<file path="src/rtl/ysyx_22050078_pipe_ctrl_pkg.sv">
// ---------------------------------------------------------------------------
// ysyx_22050078_pipe_ctrl_pkg
// Shared types and constants for the pipeline hazard / sequencing controller.
//   pctrl_state_e : sequencing FSM states (RUN, MEMWAIT)
//   pctrl_ctl_t   : bundle of pipe-register control strobes
//   CTL_*         : the five fixed control patterns the controller can emit
//   pctrl_decode  : priority selection of a control pattern
// ---------------------------------------------------------------------------
package ysyx_22050078_pipe_ctrl_pkg;

   localparam int PCTRL_CNT_W     = 32;
   localparam int PCTRL_REG_ADDRW = 5;

   typedef enum logic [0:0] {
      PCTRL_RUN     = 1'b0,
      PCTRL_MEMWAIT = 1'b1
   } pctrl_state_e;

   typedef struct packed {
      logic pc_wen;
      logic if_id_wen;
      logic if_id_flush;
      logic id_ex_wen;
      logic id_ex_bubble;
      logic ex_ls_wen;
      logic ls_wb_bubble;
   } pctrl_ctl_t;

   // Held in reset: nothing advances, every stage is refilled with bubbles.
   localparam pctrl_ctl_t CTL_RESET = '{
      pc_wen: 1'b0, if_id_wen: 1'b0, if_id_flush: 1'b1, id_ex_wen: 1'b0,
      id_ex_bubble: 1'b1, ex_ls_wen: 1'b0, ls_wb_bubble: 1'b1};

   // Memory wait: freeze the whole front of the pipe, drain a bubble into WB.
   localparam pctrl_ctl_t CTL_MEMSTALL = '{
      pc_wen: 1'b0, if_id_wen: 1'b0, if_id_flush: 1'b0, id_ex_wen: 1'b0,
      id_ex_bubble: 1'b0, ex_ls_wen: 1'b0, ls_wb_bubble: 1'b1};

   // Redirect: everything advances, the two younger wrong-path slots die.
   localparam pctrl_ctl_t CTL_REDIRECT = '{
      pc_wen: 1'b1, if_id_wen: 1'b1, if_id_flush: 1'b1, id_ex_wen: 1'b1,
      id_ex_bubble: 1'b1, ex_ls_wen: 1'b1, ls_wb_bubble: 1'b0};

   // Load-use: hold PC and IF/ID, insert one bubble behind the load.
   localparam pctrl_ctl_t CTL_LDUSE = '{
      pc_wen: 1'b0, if_id_wen: 1'b0, if_id_flush: 1'b0, id_ex_wen: 1'b1,
      id_ex_bubble: 1'b1, ex_ls_wen: 1'b1, ls_wb_bubble: 1'b0};

   // Free-running pipeline.
   localparam pctrl_ctl_t CTL_RUN = '{
      pc_wen: 1'b1, if_id_wen: 1'b1, if_id_flush: 1'b0, id_ex_wen: 1'b1,
      id_ex_bubble: 1'b0, ex_ls_wen: 1'b1, ls_wb_bubble: 1'b0};

   // A memory stall freezes EX, so any redirect or load-use seen there is
   // simply re-presented once the wait ends; a redirect squashes the ID
   // instruction, so its load-use condition is irrelevant.
   function automatic pctrl_ctl_t pctrl_decode(
      input logic rst,
      input logic mem_stall,
      input logic redirect,
      input logic ld_use
   );
      pctrl_ctl_t ctl;
      if (rst) begin
         ctl = CTL_RESET;
      end else if (mem_stall) begin
         ctl = CTL_MEMSTALL;
      end else if (redirect) begin
         ctl = CTL_REDIRECT;
      end else if (ld_use) begin
         ctl = CTL_LDUSE;
      end else begin
         ctl = CTL_RUN;
      end
      return ctl;
   endfunction

endpackage

</file>
<file path="src/rtl/ysyx_22050078_sat_cnt.sv">
// ---------------------------------------------------------------------------
// ysyx_22050078_sat_cnt
// Saturating event counter: counts cycles with i_inc high, sticks at all-ones.
//   i_clk  : clock, rising edge
//   i_rst  : synchronous active-high reset, clears the count
//   i_inc  : count this cycle
//   o_cnt  : current count (registered)
// ---------------------------------------------------------------------------
module ysyx_22050078_sat_cnt #(
   parameter int WIDTH = 32
) (
   input  logic             i_clk,
   input  logic             i_rst,
   input  logic             i_inc,
   output logic [WIDTH-1:0] o_cnt
);

   logic [WIDTH-1:0] cnt_d;
   logic [WIDTH-1:0] cnt_q;

   // Next count: increment unless already saturated.
   always_comb begin
      cnt_d = cnt_q;
      if (i_inc && (cnt_q != {WIDTH{1'b1}})) begin
         cnt_d = cnt_q + WIDTH'(1);
      end else begin
         cnt_d = cnt_q;
      end
   end

   // Count register with synchronous clear.
   always_ff @(posedge i_clk) begin
      if (i_rst) begin
         cnt_q <= {WIDTH{1'b0}};
      end else begin
         cnt_q <= cnt_d;
      end
   end

   assign o_cnt = cnt_q;

endmodule

</file>
<file path="src/rtl/ysyx_22050078_pipe_ctrl.sv">
// ---------------------------------------------------------------------------
// ysyx_22050078_pipe_ctrl
// Hazard and sequencing controller for the 5-stage pipeline. Produces the
// write-enables / bubbles / flushes of the PC, IF/ID, ID/EX, EX/LS and LS/WB
// registers from load-use hazards, EX redirects and LS memory waits.
//   i_clk, i_rst              : clock, synchronous active-high reset
//   i_id_rs1/rs2_addr, _ren   : sources read by the instruction in ID
//   i_id_ldstbp               : ID store whose rs2 can come from the LS bypass
//   i_ex_rd_addr, i_ex_lden   : destination of EX instruction, EX is a load
//   i_ex_redirect             : taken branch/jump resolved in EX
//   i_ls_req, i_ls_ready      : LS memory access pending / completing
//   o_pc_wen .. o_ls_wb_bubble: pipe-register controls (combinational)
//   o_stall_cnt, o_flush_cnt  : saturating stall / flush cycle counters
//   o_mem_timeout             : sticky flag, one memory wait ran TIMEOUT cycles
// ---------------------------------------------------------------------------
module ysyx_22050078_pipe_ctrl
   import ysyx_22050078_pipe_ctrl_pkg::*;
#(
   parameter int REG_ADDRW = PCTRL_REG_ADDRW,
   parameter int CNT_W     = PCTRL_CNT_W,
   parameter int TIMEOUT   = 1024
) (
   input  logic                 i_clk,
   input  logic                 i_rst,
   input  logic [REG_ADDRW-1:0] i_id_rs1_addr,
   input  logic [REG_ADDRW-1:0] i_id_rs2_addr,
   input  logic                 i_id_rs1_ren,
   input  logic                 i_id_rs2_ren,
   input  logic                 i_id_ldstbp,
   input  logic [REG_ADDRW-1:0] i_ex_rd_addr,
   input  logic                 i_ex_lden,
   input  logic                 i_ex_redirect,
   input  logic                 i_ls_req,
   input  logic                 i_ls_ready,
   output logic                 o_pc_wen,
   output logic                 o_if_id_wen,
   output logic                 o_if_id_flush,
   output logic                 o_id_ex_wen,
   output logic                 o_id_ex_bubble,
   output logic                 o_ex_ls_wen,
   output logic                 o_ls_wb_bubble,
   output logic [CNT_W-1:0]     o_stall_cnt,
   output logic [CNT_W-1:0]     o_flush_cnt,
   output logic                 o_mem_timeout
);

   // wait_cnt only ever needs to reach TIMEOUT-1, where it parks.
   localparam int                WAIT_W    = $clog2(TIMEOUT);
   localparam logic [WAIT_W-1:0] WAIT_LAST = WAIT_W'(TIMEOUT - 1);

   pctrl_state_e      state_d;
   pctrl_state_e      state_q;
   logic [WAIT_W-1:0] wait_cnt_d;
   logic [WAIT_W-1:0] wait_cnt_q;
   logic              timeout_d;
   logic              timeout_q;

   logic              rs1_hit_s;
   logic              rs2_hit_s;
   logic              ld_use_s;
   logic              mem_stall_s;
   pctrl_ctl_t        ctl_s;
   logic              stall_inc_s;
   logic              flush_inc_s;

   // Load-use detection; x0 never creates a dependency, and a store whose rs2
   // is served by the load-store bypass need not wait for the load.
   always_comb begin
      rs1_hit_s = i_id_rs1_ren & (i_id_rs1_addr == i_ex_rd_addr);
      rs2_hit_s = i_id_rs2_ren & (i_id_rs2_addr == i_ex_rd_addr) & ~i_id_ldstbp;
      ld_use_s  = i_ex_lden & (i_ex_rd_addr != {REG_ADDRW{1'b0}})
                  & (rs1_hit_s | rs2_hit_s);
   end

   // Memory stall: in RUN only a fresh request can stall; once in MEMWAIT the
   // request is already latched in LS, so only readiness matters.
   always_comb begin
      mem_stall_s = 1'b0;
      case (state_q)
         PCTRL_RUN:     mem_stall_s = i_ls_req & ~i_ls_ready;
         PCTRL_MEMWAIT: mem_stall_s = ~i_ls_ready;
         default:       mem_stall_s = 1'b0;
      endcase
   end

   assign ctl_s = pctrl_decode(i_rst, mem_stall_s, i_ex_redirect, ld_use_s);

   assign o_pc_wen       = ctl_s.pc_wen;
   assign o_if_id_wen    = ctl_s.if_id_wen;
   assign o_if_id_flush  = ctl_s.if_id_flush;
   assign o_id_ex_wen    = ctl_s.id_ex_wen;
   assign o_id_ex_bubble = ctl_s.id_ex_bubble;
   assign o_ex_ls_wen    = ctl_s.ex_ls_wen;
   assign o_ls_wb_bubble = ctl_s.ls_wb_bubble;

   // FSM next state, wait counter and sticky timeout.
   always_comb begin
      state_d    = state_q;
      wait_cnt_d = wait_cnt_q;
      timeout_d  = timeout_q;
      case (state_q)
         PCTRL_RUN: begin
            if (i_ls_req && !i_ls_ready) begin
               state_d    = PCTRL_MEMWAIT;
               wait_cnt_d = {WAIT_W{1'b0}};
            end else begin
               state_d    = PCTRL_RUN;
               wait_cnt_d = wait_cnt_q;
            end
         end
         PCTRL_MEMWAIT: begin
            if (i_ls_ready) begin
               state_d = PCTRL_RUN;
            end else begin
               state_d = PCTRL_MEMWAIT;
            end
            // The TIMEOUT-th consecutive waiting cycle trips the flag.
            if (!i_ls_ready && (wait_cnt_q == WAIT_LAST)) begin
               timeout_d = 1'b1;
            end else begin
               timeout_d = timeout_q;
            end
            if (wait_cnt_q != WAIT_LAST) begin
               wait_cnt_d = wait_cnt_q + WAIT_W'(1);
            end else begin
               wait_cnt_d = wait_cnt_q;
            end
         end
         default: begin
            state_d    = PCTRL_RUN;
            wait_cnt_d = {WAIT_W{1'b0}};
            timeout_d  = timeout_q;
         end
      endcase
   end

   // FSM state registers with synchronous reset.
   always_ff @(posedge i_clk) begin
      if (i_rst) begin
         state_q    <= PCTRL_RUN;
         wait_cnt_q <= {WAIT_W{1'b0}};
         timeout_q  <= 1'b0;
      end else begin
         state_q    <= state_d;
         wait_cnt_q <= wait_cnt_d;
         timeout_q  <= timeout_d;
      end
   end

   assign o_mem_timeout = timeout_q;

   // Reset cycles are excluded from both statistics.
   assign stall_inc_s = ~ctl_s.pc_wen & ~i_rst;
   assign flush_inc_s = ctl_s.if_id_flush & ~i_rst;

   ysyx_22050078_sat_cnt #(
      .WIDTH (CNT_W)
   ) u_stall_cnt (
      .i_clk (i_clk),
      .i_rst (i_rst),
      .i_inc (stall_inc_s),
      .o_cnt (o_stall_cnt)
   );

   ysyx_22050078_sat_cnt #(
      .WIDTH (CNT_W)
   ) u_flush_cnt (
      .i_clk (i_clk),
      .i_rst (i_rst),
      .i_inc (flush_inc_s),
      .o_cnt (o_flush_cnt)
   );

endmodule

</file>
<file path="config.mk">
export PLATFORM = sky130hd
export DESIGN_NAME = ysyx_22050078_pipe_ctrl
export DESIGN_NICKNAME = d
export VERILOG_FILES = /design/src/rtl/ysyx_22050078_pipe_ctrl_pkg.sv /design/src/rtl/ysyx_22050078_sat_cnt.sv /design/src/rtl/ysyx_22050078_pipe_ctrl.sv
export SDC_FILE = /design/constraint.sdc
export NUM_CORES = 1
export LEC_CHECK = 0
export BUFFER_PORTS_ARGS = -buffer_cell sky130_fd_sc_hd__buf_2
export CAP_MARGIN = 25
export CORE_AREA = 2 2 88 90
export DETAILED_ROUTE_END_ITERATION = 12
export DIE_AREA = 0 0 90 92
export PLACE_DENSITY = 0.84
export SYNTH_ARGS = -nofsm -noshare
export SYNTH_HDL_FRONTEND = slang
export SYNTH_HIERARCHICAL = 1
export SYNTH_SLANG_ARGS = --single-unit
</file>
<file path="constraint.sdc">
create_clock -name i_clk -period 5.7 [get_ports i_clk]
set_input_delay 0.285 -clock i_clk [delete_from_list [all_inputs] [get_ports i_clk]]
set_output_delay 0.285 -clock i_clk [all_outputs]
set_load 0.005 [all_outputs]
</file>
* After elaboration in Yosys (flattened, before gate mapping) *
Cells that the tools add are included.

storage, ports and cells
  output and inout bits = 72
  word-level logic and storage cells = 49
  register bits = 76
  RAM bits = 0
  ROM bits = 0
  memories kept = 0
  bits of input ports = 24
  bits in latches = 0

operators by class
  bitwise logic cells = 14
  divide/modulo/power cells = 0
  equality and inequality tests = 8
  multiplexer cells = 11
  reductions and logical operators = 8
  order comparisons = 0
  shifts and indexed selects = 0
  $add $sub $neg = 3
  multipliers = 0

operator list
  operator                                        count
  adder 32 x 1 -> 32 bit (second input constant)  2
  != test 32 bit (second input constant)          2
  two-way mux 7 bit                               4
  two-way mux 10 bit                              2
  case mux 10 bit (2 select lines)                1
  adder 10 x 1 -> 10 bit (second input constant)  1
  == test 10 bit (second input constant)          1
  == test 5 bit                                   2
  != test 10 bit (second input constant)          1
  bitwise AND 1 bit                               8
  inverter 1 bit                                  5
  nonzero test 5 bit                              1
  logical AND 1 bit                               4
  case mux 1 bit (2 select lines)                 2
  AND reduction 2 bit                             2
  two-way mux 1 bit                               2
  != test 2 x 1 -> 1 bit (second input constant)  1
  != test 2 bit (second input constant)           1
  logical NOT 1 bit                               1
  OR 1 bit                                        1

* Depth between registers and ports, before layout *
Gate-level depths: netlist (run 1).

  depth after elaboration = 12
  mapped depth = 11

* By module *
Netlist (run 1), hierarchy kept.

by module, submodules not included
  module                   cells each  area each (um2)  instances
  ysyx_22050078_sat_cnt    199         1674.1           2
  ysyx_22050078_pipe_ctrl  101         835.8            1

* Least setup slack after synthesis (run 1) *
Ideal clock, no wire load.

  kind = register to register
  start = register state_q
  end = register u_stall_cnt.cnt_q[31] (netlist: u_stall_cnt/o_cnt[31])
  library setup time = 121 ps
  path slack = 2759 ps
  arrival = 2821 ps
  cell stages (with the launch flop) = 12
  cell sequence = dfxtp_1 buf_4 o21bai_1 a21oi_1 inv_1 or2_2 o22ai_1 nand4_1 nor4_2 nand4_1 nor4_1 mux2_2

between the ends
  cells in the longest elaborated chain, start to end = 7

ends and longest elaborated chain
  item                                 RTL line                           source
  from (decl)                          ysyx_22050078_pipe_ctrl.sv:52      pctrl_state_e state_q;
  from (signal assigned)               ysyx_22050078_pipe_ctrl.sv:144     state_q <= state_d;
  inverter 1 bit                       ysyx_22050078_pipe_ctrl.sv:79      case (state_q)
  case mux 1 bit (2 select lines) (*)  ysyx_22050078_pipe_ctrl.sv:79
  two-way mux 7 bit (*)                ysyx_22050078_pipe_ctrl_pkg.sv:66  end else if (mem_stall) begin
  two-way mux 7 bit (*)                ysyx_22050078_pipe_ctrl_pkg.sv:64  if (rst) begin
  inverter 1 bit (*)                   ysyx_22050078_pipe_ctrl.sv:153     assign stall_inc_s = ~ctl_s.pc_wen & ~i_rst;
  bitwise AND 1 bit (*)                ysyx_22050078_pipe_ctrl.sv:153
  named net stall_inc_s                ysyx_22050078_pipe_ctrl.sv:63      logic stall_inc_s;
  logical AND 1 bit (*)                ysyx_22050078_sat_cnt.sv:24        if (i_inc && (cnt_q != {WIDTH{1'b1}})) begin
  to (signal assigned)                 ysyx_22050078_sat_cnt.sv:34        cnt_q <= {WIDTH{1'b0}};
  to (signal assigned)                 ysyx_22050078_sat_cnt.sv:36        cnt_q <= cnt_d;
  to (decl)                            ysyx_22050078_sat_cnt.sv:19        logic [WIDTH-1:0] cnt_q;

Mark *: on every way through the listed nets, which the timed path passes. The rest lies on a longest branch.
A chain may end at the register's enable or synchronous reset.

* Worst setup path after layout (run 1) *
Ends and elaborated chain as after synthesis.

==> flow_summary.yaml, run 1 <==
setup_path:
  crit_top_cell: "nand4_1"
  critPathBufInv: 1
  worstPathArrival_ns: 3.85
  crit_type: "reg2reg"
  path_max_fanout: 10
  slowest_delay_ns: 0.57
  cp_cell_sequence: "o21bai_1 -> a21oi_1 -> inv_1 -> or2_2 -> o22ai_1 -> nand4_1 -> nor4_2 -> nand4_1 -> nor4_1 -> mux2_2"
  cp_slowest_cell: "nor4_2"
  required_ns: 5.93
  endpoint_kind: "register"
  cpLargestDelayFamily: "simple AND/OR/NAND/NOR gates"
  crit_path_start_kind: "register"
grt:
  antenna_found_initial: 0
  grt_pass1_wl_um: 18000
  grt_max_degree: 80
  grt_use_total_pct: 25.8
  grt_pass1_vias: 3962
  gr-total-overflow: 0
timing:
  worstMarginPinSlew_ns: 0.824
  rsz0062_at_grt: "no"
  fin_crit_sh_pct: 63.5
  fin_skew_ns: 0.0114
  period_minus_slack_ns: 3.62
  holdWs_ns: 0.151
  drv_slew: 0
  clock.fmax_mhz: 276
  finalHoldViolations: 0
  slew_headroom_pct: 45.1
  setup_viol: 0
  totalNegativeSetupSlack_ns: 0
pwr:
  power_density_mw_per_mm2: 215
  total_power_uw: 1060
  leakagePower_uw: 0.00181
  peakVddDrop_mv: 0.137
layout:
  fillers: 618
  area_delta_synth_final_pct: 17.7
  layoutNonFillerInstCount: 689
  finalNetCount: 609
  antennaDiodeCount: 0
  drive_above_1_share_pct: 23.7
synth:
  ys_ff_latch: 76
  syn-mean-instance-area_um2: 8.38
  synth_top_area_cell: "dfxtp_1"
  synth_flop_cell: "dfxtp_1"
  syn_nets: 526
  netlist.area_leader.share_pct: 36.4
  yosys_warnings: 6
  async_flop_share_pct: 0
  syn-cell-area_mm2: 0.00418
  synthTopCellsByArea: "dfxtp_1, a21oi_1, o31ai_1"
  synth_edf_count: 0
  synth-seq-area-share_pct: 36.4
  syn_inst: 499
  yosysUniqueCellTypes: 55
place:
  hpwl_um: 7590
  place.gp.congestion: 0.879
  dp_cells: 672
  port_buffers: 95
route:
  first_pass_iters: 5
  wl_per_cell_um: 15.9
  vias: 4239
  drc: 0
  drt_iter0_drc: 269
  final_antenna_net_count: 0
  viasPerCell: 6.15
  wirelength_um: 10900
floorplanning:
  rows: 32
  die-height_um: 92
  initial_utilization_pct: 56.2
  pin_count: 96
  die_area_mm2: 0.00828
  die_w_um: 90
  core_mm2: 0.00745
clock_tree:
  ctsResizeCount: 0
  cts_made_buffers: 9
  ctsHoldBuffers: 0
  postCtsSetupRepairBufs: 0
  cts_root_buffer: "clkbuf_8"
  clkTransAtPathRegs_ns: 0.08
  cts_tree: "built"
  cts_buffer_depth: 2
  clock_sinks: 76
  clock_latency_ns: 0.35
  h-tree-depth: 3
worst_hold_path:
  hp-class: "in2reg"
run:
  drv_cap: 0
status:
  status: "finished, final reports clean"
-- per-stage QoR --
stage,utilization [%],area (um^2),worst slack (ns)
global placement,63.0,4690,2.34
CTS,66.1,4920,2.15
global route,66.1,4920,1.83
finish,66.1,4920,2.08
detailed placement,63.0,4690,2.20
floorplan,-,4180,2.76
-- cell usage in the layout, fill, tap and decap left out, types with 4 or more instances in the layout --
master | Yosys | routed
buf_2 | 6 | 96
dfxtp_1 | 76 | 76
a21oi_1 | 51 | 51
nor2_1 | 35 | 35
nand3_1 | 28 | 28
o31ai_1 | 26 | 26
or4_1 | 25 | 25
nand2_1 | 24 | 24
nand4_1 | 22 | 22
or3_1 | 20 | 20
o21ai_0 | 18 | 18
xnor2_1 | 13 | 13
xor2_1 | 11 | 11
clkbuf_8 | 0 | 10
nor4_1 | 11 | 9
inv_1 | 9 | 9
and4_1 | 9 | 9
a31oi_1 | 8 | 8
and3_1 | 8 | 8
nor3_1 | 7 | 7
nor3b_1 | 5 | 5
and2_1 | 5 | 5
or2_2 | 4 | 4
nor2b_1 | 4 | 4
nor4_2 | 2 | 4
a2111oi_0 | 4 | 4
-- cell families (layout without fill, tap and decap cells) --
family,Yosys count,after routing,share of synthesized area (%)
compound gates,126,126,19.6
flops,76,76,36.4
xor+xnor,24,24,5.02
mux,7,7,1.79
buf+inv,36,124,3.86
simple gates,227,227,32.4
fa+ha+maj,3,3,0.897
-- report_power, final --
group,total [uW],internal [uW],switching [uW]
Clock,468,260,208
Combinational,52.7,21.4,31.3
Sequential,536,533,3.75
-- flip-flops by register name, indices dropped and copies added (netlist names) --
register and count:
o_mem_timeout 1, state_q 1, wait_cnt_q 10, u_flush_cnt/o_cnt 32, u_stall_cnt/o_cnt 32
-- worst paths after layout --
check / cells after the start / slack (ns) / endpoint / startpoint
hold reg to reg: 2 / 0.47 / o_mem_timeout / o_mem_timeout
hold / removal: 2 / 0.15 / state_q / i_rst
setup reg to reg: 10 / 2.08 / u_stall_cnt/o_cnt[31] / state_q
setup / recovery: 10 / 2.08 / u_stall_cnt/o_cnt[31] / state_q
-- Yosys cell counts (4+ instances only) --
cell and instances:
or4_1 25, nor2b_1 4, nor3_1 7, nor2_1 35, nor4_1 11, inv_1 9, nor3b_1 5, nand2_1 24
a21oi_1 51, or3_1 20, xnor2_1 13, and2_1 5, o31ai_1 26, or2_2 4, a31oi_1 8, xor2_1 11
dfxtp_1 76, clkbuf_1 17, and3_1 8, buf_2 6, and4_1 9, nand3_1 28, nand4_1 22, a2111oi_0 4
o21ai_0 18
-- layer usage --
metal	GRT usage [%]	vias up	part of all wire, %
met1	30.7	1969	41
met5	0	-	0
met2	45.7	172	50
met3	5.75	18	7.0
met4	9.62	0	1.7
li1	-	2080	-
-- worst register-to-register path: cells and delay by family, from the launching register on --
family / cells / cell delay [ns]
flops: 1 / 0.52
simple gates: 5 / 1.75
compound gates: 3 / 0.78
buf+inv: 1 / 0.07
mux: 1 / 0.38
-- area by class of cell --
type	instances	area (um^2)	share of cell area, %
Multi-Input combinational cell	387	2510	51.0
Sequential cell	76	1520	30.9
Timing Repair Buffer	99	503	10.2
Clock buffer	11	141	2.87
Tap cell	102	128	2.59
Clock inverter	5	83.8	1.70
Inverter	9	33.8	0.686
No activity file was read; power rests on OpenSTA's default activity.
==> run 2, diff against run 1 <==
--- a/config.mk
+++ b/config.mk
@@ -7,10 +7,10 @@
 export LEC_CHECK = 0
 export BUFFER_PORTS_ARGS = -buffer_cell sky130_fd_sc_hd__buf_2
 export CAP_MARGIN = 25
-export CORE_AREA = 2 2 88 90
+export CORE_AREA = 2 2 96 98
 export DETAILED_ROUTE_END_ITERATION = 12
-export DIE_AREA = 0 0 90 92
-export PLACE_DENSITY = 0.84
+export DIE_AREA = 0 0 98 100
+export PLACE_DENSITY = 0.75
 export SYNTH_ARGS = -nofsm -noshare
 export SYNTH_HDL_FRONTEND = slang
 export SYNTH_HIERARCHICAL = 1
==> constraint.sdc (replaced) <==
create_clock -name i_clk -period 3.2 [get_ports i_clk]
set_input_delay 0.16 -clock i_clk [delete_from_list [all_inputs] [get_ports i_clk]]
set_output_delay 0.16 -clock i_clk [all_outputs]
set_load 0.005 [all_outputs]
==> flow_summary.yaml, run 2 (synthesized netlist as in run 1, its figures left out) <==
clock_tree:
  cts_made_buffers: 9
  clock_latency_ns: 0.35
  cts_tree: "built"
  clkTransAtPathRegs_ns: 0.08
  ctsResizeCount: 0
  postCtsSetupRepairBufs: 0
  clock_sinks: 76
  h-tree-depth: 3
  cts_root_buffer: "clkbuf_8"
  cts_buffer_depth: 2
  ctsHoldBuffers: 0
layout:
  fillers: 823
  final_common_cell: "buf_2"
  mostFrequentLayoutCells: "buf_2, dfxtp_1, a21oi_1, nor2_1, nand3_1"
  antennaDiodeCount: 0
  finalNetCount: 619
  multi_input_area_mm2: 0.00251
  area_delta_synth_final_pct: 19.6
  seq_area_mm2: 0.00152
  drive_above_1_share_pct: 25.0
route:
  wirelength_um: 10600
  drt_iter0_drc: 193
  wl_per_cell_um: 14.9
  final_antenna_net_count: 0
  vias: 4267
  drc: 0
  viasPerCell: 6.03
  first_pass_iters: 7
timing:
  rsz0062_at_grt: "no"
  fin_skew_ns: 0.0143
  clock.fmax_mhz: 340
  finalHoldViolations: 0
  fin_crit_sh_pct: 91.9
  period_minus_slack_ns: 2.94
  slew_headroom_pct: 48.6
  drv_slew: 0
  holdWs_ns: 0.165
  totalNegativeSetupSlack_ns: 0
  setup_viol: 0
  worstMarginPinSlew_ns: 0.765
place:
  place.gp.congestion: 0.888
  hpwl_um: 7650
  port_buffers: 95
setup_path:
  reg2reg_slack_ns: 0.26
  cp_cell_sequence: "o21bai_1 -> a21oi_1 -> inv_1 -> or2_2 -> o22ai_1 -> nand4_1 -> nor4_2 -> nand4_1 -> nor4_1 -> mux2_2"
  critPathBufInv: 1
  endpoint_kind: "register"
  path_max_fanout: 6
  r2r-start: "state_q"
  cp_slowest_cell: "nor4_2"
  crit_top_cell: "nand4_1"
  crit_path_start_kind: "register"
  slowest_delay_ns: 0.51
  cpLargestDelayFamily: "simple AND/OR/NAND/NOR gates"
  required_ns: 3.44
  worstPathArrival_ns: 3.18
  crit_type: "reg2reg"
  r2r_cells: 10
  timing.rr.end: "u_stall_cnt/o_cnt[31]"
floorplanning:
  die_w_um: 98
  die-height_um: 100
  rows: 35
  die_area_mm2: 0.00980
  pin_count: 96
  core_mm2: 0.00889
  initial_utilization_pct: 47.1
grt:
  gr-total-overflow: 0
  grt_use_total_pct: 21.6
  grt_pass1_vias: 3929
  grt_pass1_wl_um: 17800
  grt_max_degree: 47
  antenna_found_initial: 0
pwr:
  peakVddDrop_mv: 0.251
  power_density_mw_per_mm2: 371
  leakagePower_uw: 0.00185
worst_hold_path:
  min_from: "i_ls_req"
  min_to: "state_q"
  hold_depth: 3
  hp-class: "in2reg"
status:
  status: "finished, final reports clean"
run:
  drv_cap: 0
## run 2: stage by stage
stage	util [%]	setup WS, ns	cell area (um^2)	total power, uW	std cells
floorplan	-	0.259	4180	1030	499
global placement	53.9	0.427	4790	1070	692
finish	56.3	0.260	5000	1860	708
detailed placement	53.9	0.264	4790	1080	692
CTS	56.3	0.271	5000	1880	708
global route	56.3	0.0296	5000	1930	708
## run 2: worst max-delay path by stage
stage	slack, ns	cells past startpoint	endpoint	from
after floorplan	0.26	11	u_stall_cnt/o_cnt[31]	state_q
after global placement	0.43	10	u_stall_cnt/o_cnt[31]	i_ex_rd_addr[3]
after detailed placement	0.26	10	u_stall_cnt/o_cnt[31]	i_ex_rd_addr[3]
after CTS	0.27	10	u_stall_cnt/o_cnt[31]	state_q
after global routing	0.03	10	u_stall_cnt/o_cnt[31]	state_q
final	0.26	10	u_stall_cnt/o_cnt[31]	state_q
## run 2: layout make-up
| type | instances | area share (%) |
|---|---|---|
| well taps | 111 | 2.77 |
| repair buffers | 109 | 11.6 |
| clock buffers | 10 | 2.55 |
| flip-flops and latches | 76 | 30.4 |
| inverters | 9 | 0.675 |
| multi-input cells | 387 | 50.2 |
| clock inverters | 6 | 1.78 |
## run 2: metal layers
metal	global-route usage (%)	share of wire, %
met1	26.9	44
met2	36.6	48
met3	4.18	6.0
met4	9.29	2.7
met5	0	0
## run 2: report_power, final
part           total (uW)  switching [uW]  internal (uW)  leakage [uW]
combinational        98.4            58.0           40.4       0.00113
sequential            954            5.31            949      0.000612
clock                 806             367            439      0.000102
total                1860             430           1430       0.00185
## run 2: tightest hold or removal path, cell delays in order
cell and delay, ns:
buf_2 0.11, o21bai_1 0.11, nor2_1 0.09
==> run 3, diff against run 2 <==
--- a/config.mk
+++ b/config.mk
@@ -11,6 +11,7 @@
 export DETAILED_ROUTE_END_ITERATION = 12
 export DIE_AREA = 0 0 98 100
 export PLACE_DENSITY = 0.75
+export RECOVER_POWER = 50
 export SYNTH_ARGS = -nofsm -noshare
 export SYNTH_HDL_FRONTEND = slang
 export SYNTH_HIERARCHICAL = 1
==> flow_summary.yaml, run 3 (synthesized netlist as in run 1, its figures left out) <==
status:
  status: "finished, final reports clean"
clock_tree:
  cts_root_buffer: "clkbuf_8"
  ctsHoldBuffers: 0
  clkTransAtPathRegs_ns: 0.08
  cts_buffer_depth: 2
  cts_tree: "built"
  cts_made_buffers: 9
  postCtsSetupRepairBufs: 0
  ctsResizeCount: 0
  clock_sinks: 76
  h-tree-depth: 3
  clock_latency_ns: 0.35
timing:
  drv_slew: 0
  fin_crit_sh_pct: 91.4
  setup_viol: 0
  clock.fmax_mhz: 342
  finalHoldViolations: 0
  slew_headroom_pct: 50.4
  period_minus_slack_ns: 2.92
  rsz0062_at_grt: "no"
  fin_ws_ns: 0.277
  worstMarginPinSlew_ns: 0.738
  totalNegativeSetupSlack_ns: 0
  fin_skew_ns: 0.0141
floorplanning:
  pin_count: 96
  rows: 35
  core_mm2: 0.00889
  die_area_mm2: 0.00980
  initial_utilization_pct: 47.1
  die_w_um: 98
  die-height_um: 100
setup_path:
  path_max_fanout: 6
  crit_type: "reg2reg"
  worstPathArrival_ns: 3.16
  crit_top_cell: "nand4_1"
  slowest_delay_ns: 0.50
  cp_cell_sequence: "o21bai_1 -> a21oi_1 -> inv_1 -> or2_2 -> o22ai_1 -> nand4_1 -> nor4_2 -> nand4_1 -> nor4_1 -> mux2_2"
  endpoint_kind: "register"
  cp_slowest_cell: "nor4_2"
  required_ns: 3.44
  crit_path_start_kind: "register"
route:
  vias: 4250
  final_antenna_net_count: 0
  wirelength_um: 10600
  first_pass_iters: 4
  drt_iter0_drc: 196
  viasPerCell: 6.00
  drc: 0
  wl_per_cell_um: 14.9
layout:
  final_common_cell: "dfxtp_1"
  antennaDiodeCount: 0
  seq_area_mm2: 0.00152
  drive_above_1_share_pct: 19.9
  multi_input_area_mm2: 0.00251
  mostFrequentLayoutCells: "dfxtp_1, buf_2, a21oi_1, nor2_1, clkbuf_1"
  fillers: 831
  area_delta_synth_final_pct: 18.6
  finalNetCount: 619
  fin_area_mm2: 0.00496
grt:
  grt_use_total_pct: 21.6
  grt_pass1_wl_um: 17800
  grt_pass1_vias: 3929
  gr-total-overflow: 0
  grt_max_degree: 47
  antenna_found_initial: 0
place:
  hpwl_um: 7650
  pre_cts_ws_ns: 0.264
  place_area_mm2: 0.00479
  place.gp.congestion: 0.888
  port_buffers: 95
run:
  drv_cap: 0
worst_hold_path:
  hp-class: "in2reg"
pwr:
  peakVddDrop_mv: 0.254
  power_density_mw_per_mm2: 375
  leakagePower_uw: 0.00173
==> run 3: changes by cell type in the layout (fill, tap and decap cells not counted), sizes merged <==
cell / before / now
buf: 109 / 81
clkbuf: 10 / 38
==> run 3: path summary, 6_finish.rpt <==
check	startpoint	end	slack, ns	depth (start not counted)
min reg2reg	o_mem_timeout	o_mem_timeout	0.47	2
max reg2reg	state_q	u_stall_cnt/o_cnt[31]	0.28	10
max	state_q	u_stall_cnt/o_cnt[31]	0.28	10
min	i_ls_req	state_q	0.16	3
==> run 3: report_power, final <==
| group | switching [uW] | leakage [uW] | total (uW) | internal (uW) |
|---|---|---|---|---|
| logic | 58.3 | 0.00101 | 97.6 | 39.3 |
| clock network | 370 | 0.000102 | 809 | 439 |
| registers | 5.27 | 0.000612 | 954 | 949 |
==> run 3: area by class of cell <==
class                           instances  area share [%]
Clock buffer                           10            2.57
Tap cell                              111            2.80
Multi-Input combinational cell        387            50.6
Timing Repair Buffer                  109            10.9
Sequential cell                        76            30.7
Clock inverter                          6            1.79
Inverter                                9           0.681
==> run 3: layer usage <==
metal / vias to the layer above / GRT usage, % / wire length [um]
met5: - / 0 / 0
met3: 16 / 4.18 / 612
met2: 132 / 36.6 / 5080
met1: 1998 / 26.9 / 4690
met4: 0 / 9.29 / 199
li1: 2104 / - / -
==> run 3: metrics by stage <==
step | std cells | power [uW] | utilization (%) | hold WS (ns)
5_1_grt | 708 | 1930 | 55.8 | 0.141
6_report | 708 | 1860 | 55.8 | 0.163
3_5_place_dp | 692 | 1080 | 53.9 | 0.450
2_1_floorplan | 499 | 1030 | - | 0.335
4_1_cts | 708 | 1880 | 56.3 | 0.138
3_3_place_gp | 692 | 1070 | 53.9 | 0.450
==> run 3: worst max-delay path: cells and delay by family (launching register included) <==
kind                   cells  cell delay (ns)
and+or+nand+nor            5             1.44
AOI/OAI and AO/OA          3             0.60
muxes                      1             0.37
DFF                        1             0.33
buffers and inverters      1             0.07
